## config.mk

```make
export PLATFORM = sky130hd
export DESIGN_NAME = mdu_flat
export DESIGN_NICKNAME = d
export VERILOG_FILES = /design/src/rtl/mdu_pkg.sv /design/src/rtl/mdu_if.sv /design/src/rtl/mdu_iter_core.sv /design/src/rtl/mdu.sv /design/src/flat_wrapper.sv
export SDC_FILE = /design/constraint.sdc
export NUM_CORES = 1
export LEC_CHECK = 0
export ABC_AREA = 1
export CAP_MARGIN = 0
export CORE_MARGIN = 5
export CORE_UTILIZATION = 45
export CTS_CLUSTER_SIZE = 14
export DETAILED_ROUTE_END_ITERATION = 10
export RECOVER_POWER = 50
export SETUP_SLACK_MARGIN = 0.4
export SLEW_MARGIN = 20
export SYNTH_ARGS = -nofsm -noshare
export SYNTH_HDL_FRONTEND = slang
export SYNTH_SLANG_ARGS = --single-unit
```

## constraint.sdc

```tcl
create_clock -name clk -period 3.7 [get_ports clk]
set_input_delay 0.925 -clock clk [delete_from_list [all_inputs] [get_ports clk]]
set_output_delay 0.925 -clock clk [all_outputs]
set_load 0.005 [all_outputs]
```

## src/rtl/mdu_pkg.sv

```systemverilog
// Shared types and constants for the multiply/divide unit and its decoder.
package mdu_pkg;

  localparam int MDU_WIDTH   = 32;
  // Cycles from the start edge to the edge that commits HI/LO.
  localparam int MDU_LATENCY = 33;

  typedef enum logic [2:0] {
    MULT  = 3'd0,
    MULTU = 3'd1,
    DIV   = 3'd2,
    DIVU  = 3'd3,
    MTHI  = 3'd4,
    MTLO  = 3'd5
  } mdu_op_t;

  typedef enum logic [1:0] {
    IDLE = 2'd0,
    RUN  = 2'd1,
    FIX  = 2'd2
  } mdu_state_t;

  typedef struct packed {
    logic    valid;
    mdu_op_t op;
  } mdu_dec_t;

  // Map a MIPS SPECIAL funct field to an MDU operation; valid=0 for non-MDU functs.
  function automatic mdu_dec_t mdu_op_from_funct(input logic [5:0] funct);
    mdu_dec_t d;
    d.valid = 1'b1;
    d.op    = MULT;
    case (funct)
      6'h18:   d.op = MULT;
      6'h19:   d.op = MULTU;
      6'h1A:   d.op = DIV;
      6'h1B:   d.op = DIVU;
      6'h11:   d.op = MTHI;
      6'h13:   d.op = MTLO;
      default: d.valid = 1'b0;
    endcase
    return d;
  endfunction

endpackage

```

## src/rtl/mdu_if.sv

```systemverilog
// Request/result bundle between the issue stage and the MDU.
// Handshake: start is a one-cycle request that the MDU samples only while
// busy=0 (flush wins over start). Mul/div raise busy for the whole operation
// and pulse done for one cycle after HI/LO commit; MTHI/MTLO complete at the
// sampling edge without busy or done. Holding off issue while busy=1 is the
// caller's responsibility; a start seen while busy is dropped.
interface mdu_if;
  import mdu_pkg::*;

  logic        start;
  mdu_op_t     op;
  logic [31:0] op_a;
  logic [31:0] op_b;
  logic        flush;
  logic        busy;
  logic        done;
  logic [31:0] hi;
  logic [31:0] lo;

  modport master (output start, op, op_a, op_b, flush,
                  input  busy, done, hi, lo);
  modport slave  (input  start, op, op_a, op_b, flush,
                  output busy, done, hi, lo);
endinterface

```

## src/rtl/mdu_iter_core.sv

```systemverilog
// One-bit-per-cycle datapath: shift-add multiply or restoring divide on a
// 64-bit accumulator. Operands arrive as magnitudes; signs live in mdu.
module mdu_iter_core (
  input  logic        clk,
  input  logic        rst,
  input  logic        load,
  input  logic        step,
  input  logic        div_mode,
  input  logic [31:0] load_acc_lo, // multiplier (mul) or dividend (div)
  input  logic [31:0] load_opnd,   // multiplicand (mul) or divisor (div)
  output logic [63:0] acc
);

  logic [63:0] acc_q;
  logic [63:0] acc_d;
  logic [31:0] opnd_q;
  logic [32:0] mul_sum;
  logic [32:0] shifted_rem;
  logic [32:0] trial;

  // Next accumulator value for one multiply or divide iteration.
  always_comb begin
    mul_sum     = {1'b0, acc_q[63:32]} + (acc_q[0] ? {1'b0, opnd_q} : 33'd0);
    shifted_rem = acc_q[63:31];
    trial       = shifted_rem - {1'b0, opnd_q};
    acc_d       = acc_q;
    if (div_mode) begin
      // A borrow means the divisor does not fit: keep the shifted remainder.
      if (!trial[32]) acc_d = {trial[31:0], acc_q[30:0], 1'b1};
      else            acc_d = {shifted_rem[31:0], acc_q[30:0], 1'b0};
    end else begin
      acc_d = {mul_sum, acc_q[31:1]};
    end
  end

  // Working registers: loaded on accept, advanced once per RUN cycle.
  always_ff @(posedge clk or negedge rst) begin
    if (!rst) begin
      acc_q  <= '0;
      opnd_q <= '0;
    end else if (load) begin
      acc_q  <= {32'd0, load_acc_lo};
      opnd_q <= load_opnd;
    end else if (step) begin
      acc_q  <= acc_d;
    end
  end

  assign acc = acc_q;

endmodule

```

## src/rtl/mdu.sv

```systemverilog
// Multiply/divide unit with architectural HI/LO: FSM, sign handling, commit.
module mdu
  import mdu_pkg::*;
#(
  parameter int WIDTH = 32,
  parameter int ITERS = 32
) (
  input  logic       clk,
  input  logic       rst,
  mdu_if.slave       bus,
  output mdu_state_t dbg_state
);

  localparam int CW = $clog2(ITERS);
  localparam logic [CW-1:0] LAST = CW'(ITERS - 1);

  param_ok: assert property (@(posedge clk) (WIDTH == 32) && (ITERS == WIDTH));

  mdu_state_t  state_q, state_d;
  logic [CW-1:0] cnt_q;
  logic        accept, step, commit, wr_hi, wr_lo;
  logic        is_muldiv, is_div, is_signed, a_neg, b_neg;
  logic [31:0] a_mag, b_mag;
  logic        div_q, neg_res_q, neg_rem_q, dz_q;
  logic [31:0] raw_a_q;
  logic [31:0] hi_q, lo_q;
  logic        done_q;
  logic [63:0] acc;
  logic [63:0] prod;
  logic [31:0] quo, rem;

  // Operand decode and magnitudes for the signed forms.
  always_comb begin
    is_muldiv = bus.op inside {MULT, MULTU, DIV, DIVU};
    is_div    = bus.op inside {DIV, DIVU};
    is_signed = bus.op inside {MULT, DIV};
    a_neg     = is_signed & bus.op_a[31];
    b_neg     = is_signed & bus.op_b[31];
    a_mag     = a_neg ? (~bus.op_a + 32'd1) : bus.op_a;
    b_mag     = b_neg ? (~bus.op_b + 32'd1) : bus.op_b;
  end

  // Next state and one-cycle controls; flush beats start and aborts RUN/FIX.
  always_comb begin
    state_d = state_q;
    accept  = 1'b0;
    step    = 1'b0;
    commit  = 1'b0;
    wr_hi   = 1'b0;
    wr_lo   = 1'b0;
    case (state_q)
      IDLE: begin
        if (bus.start && !bus.flush) begin
          if (is_muldiv) begin
            accept  = 1'b1;
            state_d = RUN;
          end
          wr_hi = (bus.op == MTHI);
          wr_lo = (bus.op == MTLO);
        end
      end
      RUN: begin
        if (bus.flush) begin
          state_d = IDLE;
        end else begin
          step = 1'b1;
          if (cnt_q == LAST) state_d = FIX;
        end
      end
      FIX: begin
        state_d = IDLE;
        commit  = !bus.flush;
      end
      default: state_d = IDLE;
    endcase
  end

  // State register.
  always_ff @(posedge clk or negedge rst) begin
    if (!rst) state_q <= IDLE;
    else      state_q <= state_d;
  end

  // Iteration counter and per-operation flags captured at accept.
  always_ff @(posedge clk or negedge rst) begin
    if (!rst) begin
      cnt_q     <= '0;
      div_q     <= 1'b0;
      neg_res_q <= 1'b0;
      neg_rem_q <= 1'b0;
      dz_q      <= 1'b0;
      raw_a_q   <= '0;
    end else if (accept) begin
      cnt_q     <= '0;
      div_q     <= is_div;
      neg_res_q <= a_neg ^ b_neg;
      neg_rem_q <= a_neg;
      dz_q      <= is_div && (bus.op_b == 32'd0);
      raw_a_q   <= bus.op_a;
    end else if (step && cnt_q != LAST) begin
      cnt_q     <= cnt_q + CW'(1);
    end
  end

  mdu_iter_core u_core (
    .clk         (clk),
    .rst         (rst),
    .load        (accept),
    .step        (step),
    .div_mode    (accept ? is_div : div_q),
    .load_acc_lo (is_div ? a_mag : b_mag),
    .load_opnd   (is_div ? b_mag : a_mag),
    .acc         (acc)
  );

  // Sign correction of the magnitude result.
  always_comb begin
    prod = neg_res_q ? (~acc + 64'd1) : acc;
    quo  = neg_res_q ? (~acc[31:0] + 32'd1) : acc[31:0];
    rem  = neg_rem_q ? (~acc[63:32] + 32'd1) : acc[63:32];
  end

  // HI/LO: mul/div commit in FIX, MTHI/MTLO write directly from IDLE.
  always_ff @(posedge clk or negedge rst) begin
    if (!rst) begin
      hi_q <= '0;
      lo_q <= '0;
    end else if (commit) begin
      if (!div_q) begin
        hi_q <= prod[63:32];
        lo_q <= prod[31:0];
      end else if (dz_q) begin
        hi_q <= raw_a_q;
        lo_q <= 32'hFFFF_FFFF;
      end else begin
        hi_q <= rem;
        lo_q <= quo;
      end
    end else if (wr_hi) begin
      hi_q <= bus.op_a;
    end else if (wr_lo) begin
      lo_q <= bus.op_a;
    end
  end

  // Done pulses for the cycle following a commit.
  always_ff @(posedge clk or negedge rst) begin
    if (!rst) done_q <= 1'b0;
    else      done_q <= commit;
  end

  assign bus.busy = (state_q != IDLE);
  assign bus.done = done_q;
  assign bus.hi   = hi_q;
  assign bus.lo   = lo_q;
  assign dbg_state = state_q;

endmodule
```

## src/flat_wrapper.sv

```systemverilog
// flat-port wrapper written by rule: the top's interface ports become plain ports
module mdu_flat import mdu_pkg::*;
#(
  parameter int WIDTH = 32,
  parameter int ITERS = 32
)
  (clk, rst, dbg_state, bus_start, bus_op, bus_op_a, bus_op_b, bus_flush, bus_busy, bus_done, bus_hi, bus_lo);
  mdu_if bus_i ();
  input  logic clk;
  input  logic rst;
  output mdu_state_t dbg_state;
  input wire logic [$bits(bus_i.start)-1:0] bus_start;
  input wire logic [$bits(bus_i.op)-1:0] bus_op;
  input wire logic [$bits(bus_i.op_a)-1:0] bus_op_a;
  input wire logic [$bits(bus_i.op_b)-1:0] bus_op_b;
  input wire logic [$bits(bus_i.flush)-1:0] bus_flush;
  output wire logic [$bits(bus_i.busy)-1:0] bus_busy;
  output wire logic [$bits(bus_i.done)-1:0] bus_done;
  output wire logic [$bits(bus_i.hi)-1:0] bus_hi;
  output wire logic [$bits(bus_i.lo)-1:0] bus_lo;
  assign bus_i.start = bus_start;
  assign bus_i.op = bus_op;
  assign bus_i.op_a = bus_op_a;
  assign bus_i.op_b = bus_op_b;
  assign bus_i.flush = bus_flush;
  assign bus_busy = bus_i.busy;
  assign bus_done = bus_i.done;
  assign bus_hi = bus_i.hi;
  assign bus_lo = bus_i.lo;
  mdu #(.WIDTH(WIDTH), .ITERS(ITERS)) u_core (.clk(clk), .rst(rst), .bus(bus_i), .dbg_state(dbg_state));
endmodule
```

==> impl_metrics.yaml, run 1 <==
global_routing:
  overflow: 0
  antenna_found_initial: 3
  track_usage_pct: 37.46
  grt_pass1_wl_um: 142800
  first_global_vias: 22200
  grt_start_max_net_pins: 80
power_and_ir_drop:
  clkPwrFrac_pct: 14.8
  p_int_mw: 7.600
  vdd_drop_max_uv: 457.4
  total_power_mw: 16.86
  seq_power_share_pct: 23.4
  p_sw_mw: 9.257
  power-per-cell-area_nw_per_um2: 722.7
  swShare_pct: 54.91
  p_leak_nw: 11.89
  comb_power_share_pct: 61.8
detailed_routing:
  drc: 0
  ant_nets: 0
  drtIter0Drc: 3276
  totalWireLength_um: 97690
  route.vias.total: 24470
  drt-pass1-iter-count: 6
  vias_per_cell: 5.845
  routedWlPerCell_um: 23.33
logic_synthesis:
  syn_nets: 3636
  synthFlopType: "dfrtp_1"
  syn_area_per_cell_um2: 5.862
  syn_area_um2: 20480
  ys_seq_elements: 204
  async_flop_share_pct: 100.0
  ys_warn_count: 0
  syn_inst: 3493
  ys_seq_area_share_pct: 24.93
  synth_edf_count: 0
  synth.distinct_cells: 51
status:
  violations: "capacitance limit, slew limit"
  outcome: "finished with violations"
timing:
  slew_headroom_pct: -26.04
  worst_slack_ps: 427.8
  rsz0062_at_grt: "no"
  period_minus_slack_ps: 3272
  hold-worst-slack_ps: 490.3
  setup_viol: 0
  slew_viol_final: 67
  fmax_ghz: 0.3056
  tns_ps: 0
  final.period_utilization_pct: 88.44
  worst_slew_pin_slew_ps: 1891
  skew_ps: 17.64
  hold_viol_final: 0
critical_path:
  critical_path_class: "input port to flip-flop"
  worstSetupEndpointType: "flip-flop"
  arrival_ps: 3710
  critPathMaxStageDelay_ps: 760
  crit_path_cell_trace: "clkdlybuf4s50_1, nor2_1, inv_2, nor2_2, inv_1, o21ai_0, nand3_1, o211ai_1, o21ai_0"
  start_kind: "input port"
  path_max_fanout: 11
  critPathRequiredTime_ps: 4140
  path_common_cell: "o21ai_0"
  crit_slowest_cell: "o21ai_0"
clock_network:
  clock_sinks: 204
  cts_resized: 0
  cts_max_level: 1
  clk_latency_ps: 570
  cts_max_path_buffers: 3
  path_clk_slew_ps: 60
  cts_setup_buffers: 0
  clock-root-buffer: "clkbuf_16"
  cts_buffers: 26
  cts_tree: "yes"
  ctsHoldBuffers: 0
cells_and_area:
  layoutNonFillerInstCount: 4187
  post-route-util_pct: 51.62
  nFillCells: 4742
  area_delta_synth_final_pct: 13.91
  multiInputGateArea_um2: 13030
  register_area_um2: 5107
  mostFrequentLayoutCells: "nand2_1, inv_1, nand3_1"
  design_area_um2: 23320
  nNetsFinal: 3715
  num_antenna_cells: 0
  layout_commonest_cell: "nand2_1"
  drive_gt1_share_pct: 4.600
floorplanning:
  io_pins: 139
  die_y_um: 223.3
  rows: 78
  dieArea_um2: 49870
  die-width_um: 223.3
  core_area_um2: 45190
  start_util_pct: 45.32
min_path:
  hold_class: "flip-flop to flip-flop"
job:
  maxCapViolCount: 1
place:
  pre_cts_ws_ps: 111.1
  dp_hpwl_um: 78130
  place_area_um2: 22560
  place_congestion: 1.057
  placed_cells: 4144
  port_buffers: 138
## cells in the mapped netlist, types with 10 or more instances
master | number | area, um2
ha_1 | 70 | 875.8
a21o_1 | 10 | 75.07
xnor2_1 | 17 | 148.9
buf_2 | 29 | 145.1
nand2_2 | 17 | 106.4
inv_1 | 461 | 1730
nor2_1 | 359 | 1348
xor2_1 | 51 | 446.7
o21ai_1 | 19 | 95.09
buf_1 | 12 | 45.04
nand3_1 | 380 | 1902
nand4_1 | 38 | 237.7
clkbuf_1 | 93 | 349.1
o21ai_0 | 243 | 1216
a21oi_1 | 174 | 870.8
or2_2 | 16 | 100.1
nand2_1 | 1083 | 4065
o211ai_1 | 69 | 518.0
a31oi_1 | 16 | 100.1
o22ai_1 | 11 | 68.82
dfrtp_1 | 204 | 5105
o21bai_1 | 13 | 97.59
nor3_1 | 25 | 125.1
## final timing paths
path                                              startpoint  slack, ps                                   end  cells after the start
min                           u_core.raw_a_q[19]$_DFFE_PN0P_        490        u_core.raw_a_q[19]$_DFFE_PN0P_                      2
max                                                bus_op[0]        430  u_core.u_core.opnd_q[13]$_DFFE_PN0P_                      9
min in group asynchronous                                rst        840  u_core.u_core.opnd_q[30]$_DFFE_PN0P_                      1
min reg2reg                   u_core.raw_a_q[19]$_DFFE_PN0P_        490        u_core.raw_a_q[19]$_DFFE_PN0P_                      2
max in group asynchronous                                rst        780        u_core.raw_a_q[13]$_DFFE_PN0P_                      2
max reg2reg                u_core.u_core.acc[31]$_DFFE_PN0P_        630     u_core.u_core.acc[35]$_DFFE_PN0P_                     17
## flip-flops by register name, summed over array words and instances, names as in the netlist
signal                flops
u_core.bus.done           1
u_core.u_core.acc        64
u_core.raw_a_q           32
u_core.bus.lo            32
u_core.div_q              1
u_core.bus.hi            32
u_core.dz_q               1
u_core.u_core.opnd_q     32
u_core.neg_rem_q          1
u_core.dbg_state          2
u_core.cnt_q              5
u_core.neg_res_q          1
## area by class of cell
cell class              count  share of cell area, %
flip-flops and latches    204                  21.90
multi-input cells        2678                  55.86
inverters                 471                  7.585
well taps                 600                  3.219
clock inverters             7                 0.1609
repair buffers            191                  8.025
clock buffers              36                  3.256
## kinds of logic (layout without fill, tap and decap cells)
kind of cell | after synthesis | in the layout | synth area share (%)
AND/OR/NAND/NOR | 1954 | 1954 | 40.01
buffers and inverters | 611 | 705 | 11.62
AO/OA/AOI/OAI | 584 | 584 | 16.06
flip-flops | 204 | 204 | 24.93
adder cells (fa/ha/maj) | 72 | 72 | 4.473
XOR/XNOR | 68 | 68 | 2.908
## power groups by stage
| stage | registers, mW | logic, mW | clock network (mW) |
|---|---|---|---|
| after floorplan | 3.39 | 6.96 | 0 |
| after global placement | 3.88 | 10.0 | 0 |
| after detailed placement | 3.89 | 10.1 | 0 |
| after CTS | 3.86 | 10.2 | 2.50 |
| after global routing | 3.95 | 11.4 | 2.59 |
| final | 3.94 | 10.4 | 2.49 |
## worst max-delay path: cells and delay by family
| family | cells | cell delay (ps) |
|---|---|---|
| compound gates | 3 | 1070 |
| buf+inv | 3 | 910 |
| simple gates | 3 | 800 |
## routing by layer
| metal | share of wire, % | global-route usage [%] | wire, um | vias up |
|---|---|---|---|---|
| met4 | 5.3 | 15.20 | 5209 | 2 |
| li1 | - | - | - | 11430 |
| met3 | 12 | 9.803 | 11610 | 218 |
| met5 | 0.013 | 0 | 13 | - |
| met1 | 42 | 53.27 | 41150 | 11420 |
| met2 | 41 | 53.96 | 39720 | 1409 |
No activity file was read; power rests on OpenSTA's default activity.
==> inputs of run 2 (changes only) <==
--- a/config.mk
+++ b/config.mk
@@ -11,6 +11,7 @@
 export CORE_UTILIZATION = 45
 export CTS_CLUSTER_SIZE = 14
 export DETAILED_ROUTE_END_ITERATION = 10
+export PLACE_DENSITY_LB_ADDON = 0.12
 export RECOVER_POWER = 50
 export SETUP_SLACK_MARGIN = 0.4
 export SLEW_MARGIN = 20
==> impl_metrics.yaml, run 2 (synthesis gave the netlist of run 1 again) <==
cells_and_area:
  area_delta_synth_final_pct: 14.51
  post-route-util_pct: 51.89
  drive_gt1_share_pct: 4.780
  largest_register_ffs: 64
  layout_commonest_cell: "nand2_1"
  mostFrequentLayoutCells: "nand2_1, inv_1, nand3_1"
  nNetsFinal: 3723
  design_area_um2: 23450
place:
  dp_hpwl_um: 79640
  place_congestion: 1.073
  pre_cts_ws_ps: -331.6
  port_buffers: 138
  place_area_um2: 22590
power_and_ir_drop:
  total_power_mw: 17.05
  power-per-cell-area_nw_per_um2: 727.2
  p_leak_nw: 11.89
  vdd_drop_max_uv: 358.1
critical_path:
  r2r_start: "u_core.u_core.acc[32]$_DFFE_PN0P_"
  critical_path_class: "input port to flip-flop"
  path_max_fanout: 22
  ff2ff_setup_slack_ps: 530
  r2r_end: "u_core.u_core.acc[63]$_DFFE_PN0P_"
  critPathRequiredTime_ps: 4100
  start_kind: "input port"
  critPathCapture: "u_core.u_core.opnd_q[17]$_DFFE_PN0P_"
  arrival_ps: 3730
  reg2reg_depth: 17
  worstSetupEndpointType: "flip-flop"
  crit_path_start: "bus_flush"
global_routing:
  first_global_vias: 22980
  grt_start_max_net_pins: 78
  antenna_found_initial: 8
  grt_pass1_wl_um: 145100
  track_usage_pct: 38.02
  overflow: 0
clock_network:
  clock-root-buffer: "clkbuf_16"
  clk_latency_ps: 560
  cts_max_level: 1
  cts_tree: "yes"
  ctsHoldBuffers: 0
  cts_max_path_buffers: 3
  path_clk_slew_ps: 60
  cts_buffers: 26
  clock_sinks: 204
timing:
  setup_viol: 0
  rsz0062_at_grt: "yes"
  worst_slew_pin_slew_ps: 2338
  period_minus_slack_ps: 3331
  fmax_ghz: 0.3002
  slew_headroom_pct: -55.84
  slew_viol_final: 76
  skew_ps: 15.95
  final.period_utilization_pct: 90.02
  worst_slack_ps: 369.3
  tns_ps: 0
  hold_viol_final: 0
status:
  violations: "capacitance limit, slew limit"
  outcome: "finished with violations"
floorplanning:
  core_area_um2: 45190
  start_util_pct: 45.32
  rows: 78
  die-width_um: 223.3
  dieArea_um2: 49870
  die_y_um: 223.3
  io_pins: 139
detailed_routing:
  routedWlPerCell_um: 23.48
  drc: 0
  route.vias.total: 24750
  ant_nets: 0
  drt-pass1-iter-count: 7
  vias_per_cell: 5.893
  totalWireLength_um: 98600
  drtIter0Drc: 3218
min_path:
  hold_class: "flip-flop to flip-flop"
job:
  maxCapViolCount: 1
## run 2: per-stage QoR
step / hold WS [ps] / std cells
5_1_grt: 512.3 / 4198
3_3_place_gp: 465.3 / 4151
3_5_place_dp: 474.4 / 4151
4_1_cts: 351.5 / 4198
6_report: 483.6 / 4199
2_1_floorplan: 447.8 / 3493
## run 2: worst max-delay path, stage by stage
cell and delay, ps:
dlygate4sd3_1 610, inv_1 70, nand2_1 60, inv_1 70, nand3_1 390, clkbuf_1 1050, a21oi_1 50, o21ai_0 320
o21ai_0 180
## run 2: cell type report
type	instances	area (um2)
Fill cell	4772	21740
Multi-Input combinational cell	2678	13030
Sequential cell	204	5106
Timing Repair Buffer	199	1919
Inverter	471	1769
Clock buffer	39	780.7
Tap cell	600	750.7
Clock inverter	7	93.84
Antenna cell	1	2.502
## run 2: where the power goes
| part | total (mW) | internal (mW) | switching (mW) | leakage [nW] |
|---|---|---|---|---|
| Combinational | 10.2 | 3.32 | 6.87 | 8.95 |
| Sequential | 4.19 | 2.84 | 1.35 | 2.52 |
| Clock | 2.67 | 1.59 | 1.08 | 0.424 |
| Total | 17.1 | 7.75 | 9.30 | 11.9 |
## run 2: worst min-delay path by stage
| stage | startpoint | endpoint | slack (ps) | cells past startpoint |
|---|---|---|---|---|
| 2_1_floorplan | u_core.raw_a_q[0]$_DFFE_PN0P_ | u_core.raw_a_q[0]$_DFFE_PN0P_ | 450 | 2 |
| 3_3_place_gp | u_core.raw_a_q[19]$_DFFE_PN0P_ | u_core.raw_a_q[19]$_DFFE_PN0P_ | 470 | 2 |
| 3_5_place_dp | u_core.raw_a_q[27]$_DFFE_PN0P_ | u_core.raw_a_q[27]$_DFFE_PN0P_ | 470 | 2 |
| 4_1_cts | rst | u_core.u_core.opnd_q[29]$_DFFE_PN0P_ | 350 | 1 |
| 5_1_grt | u_core.raw_a_q[18]$_DFFE_PN0P_ | u_core.raw_a_q[18]$_DFFE_PN0P_ | 510 | 2 |
| 6_report | u_core.raw_a_q[19]$_DFFE_PN0P_ | u_core.raw_a_q[19]$_DFFE_PN0P_ | 480 | 2 |
## run 2: routing by layer
metal	vias up	track usage (%)	wire, um
met5	-	0	14
met2	1479	53.69	39770
met4	2	17.96	5949
li1	11450	-	-
met1	11560	54.15	41250
met3	259	9.579	11610
## run 2: timing repair
| item | in CTS | in global routing |
|---|---|---|
| gates cloned | 0 | 0 |
| resized for setup | 1 | 2 |
| pin swaps | 1 | 0 |
| endpoints found under the setup margin | 2 | 7 |
| setup buffers | 1 | 0 |
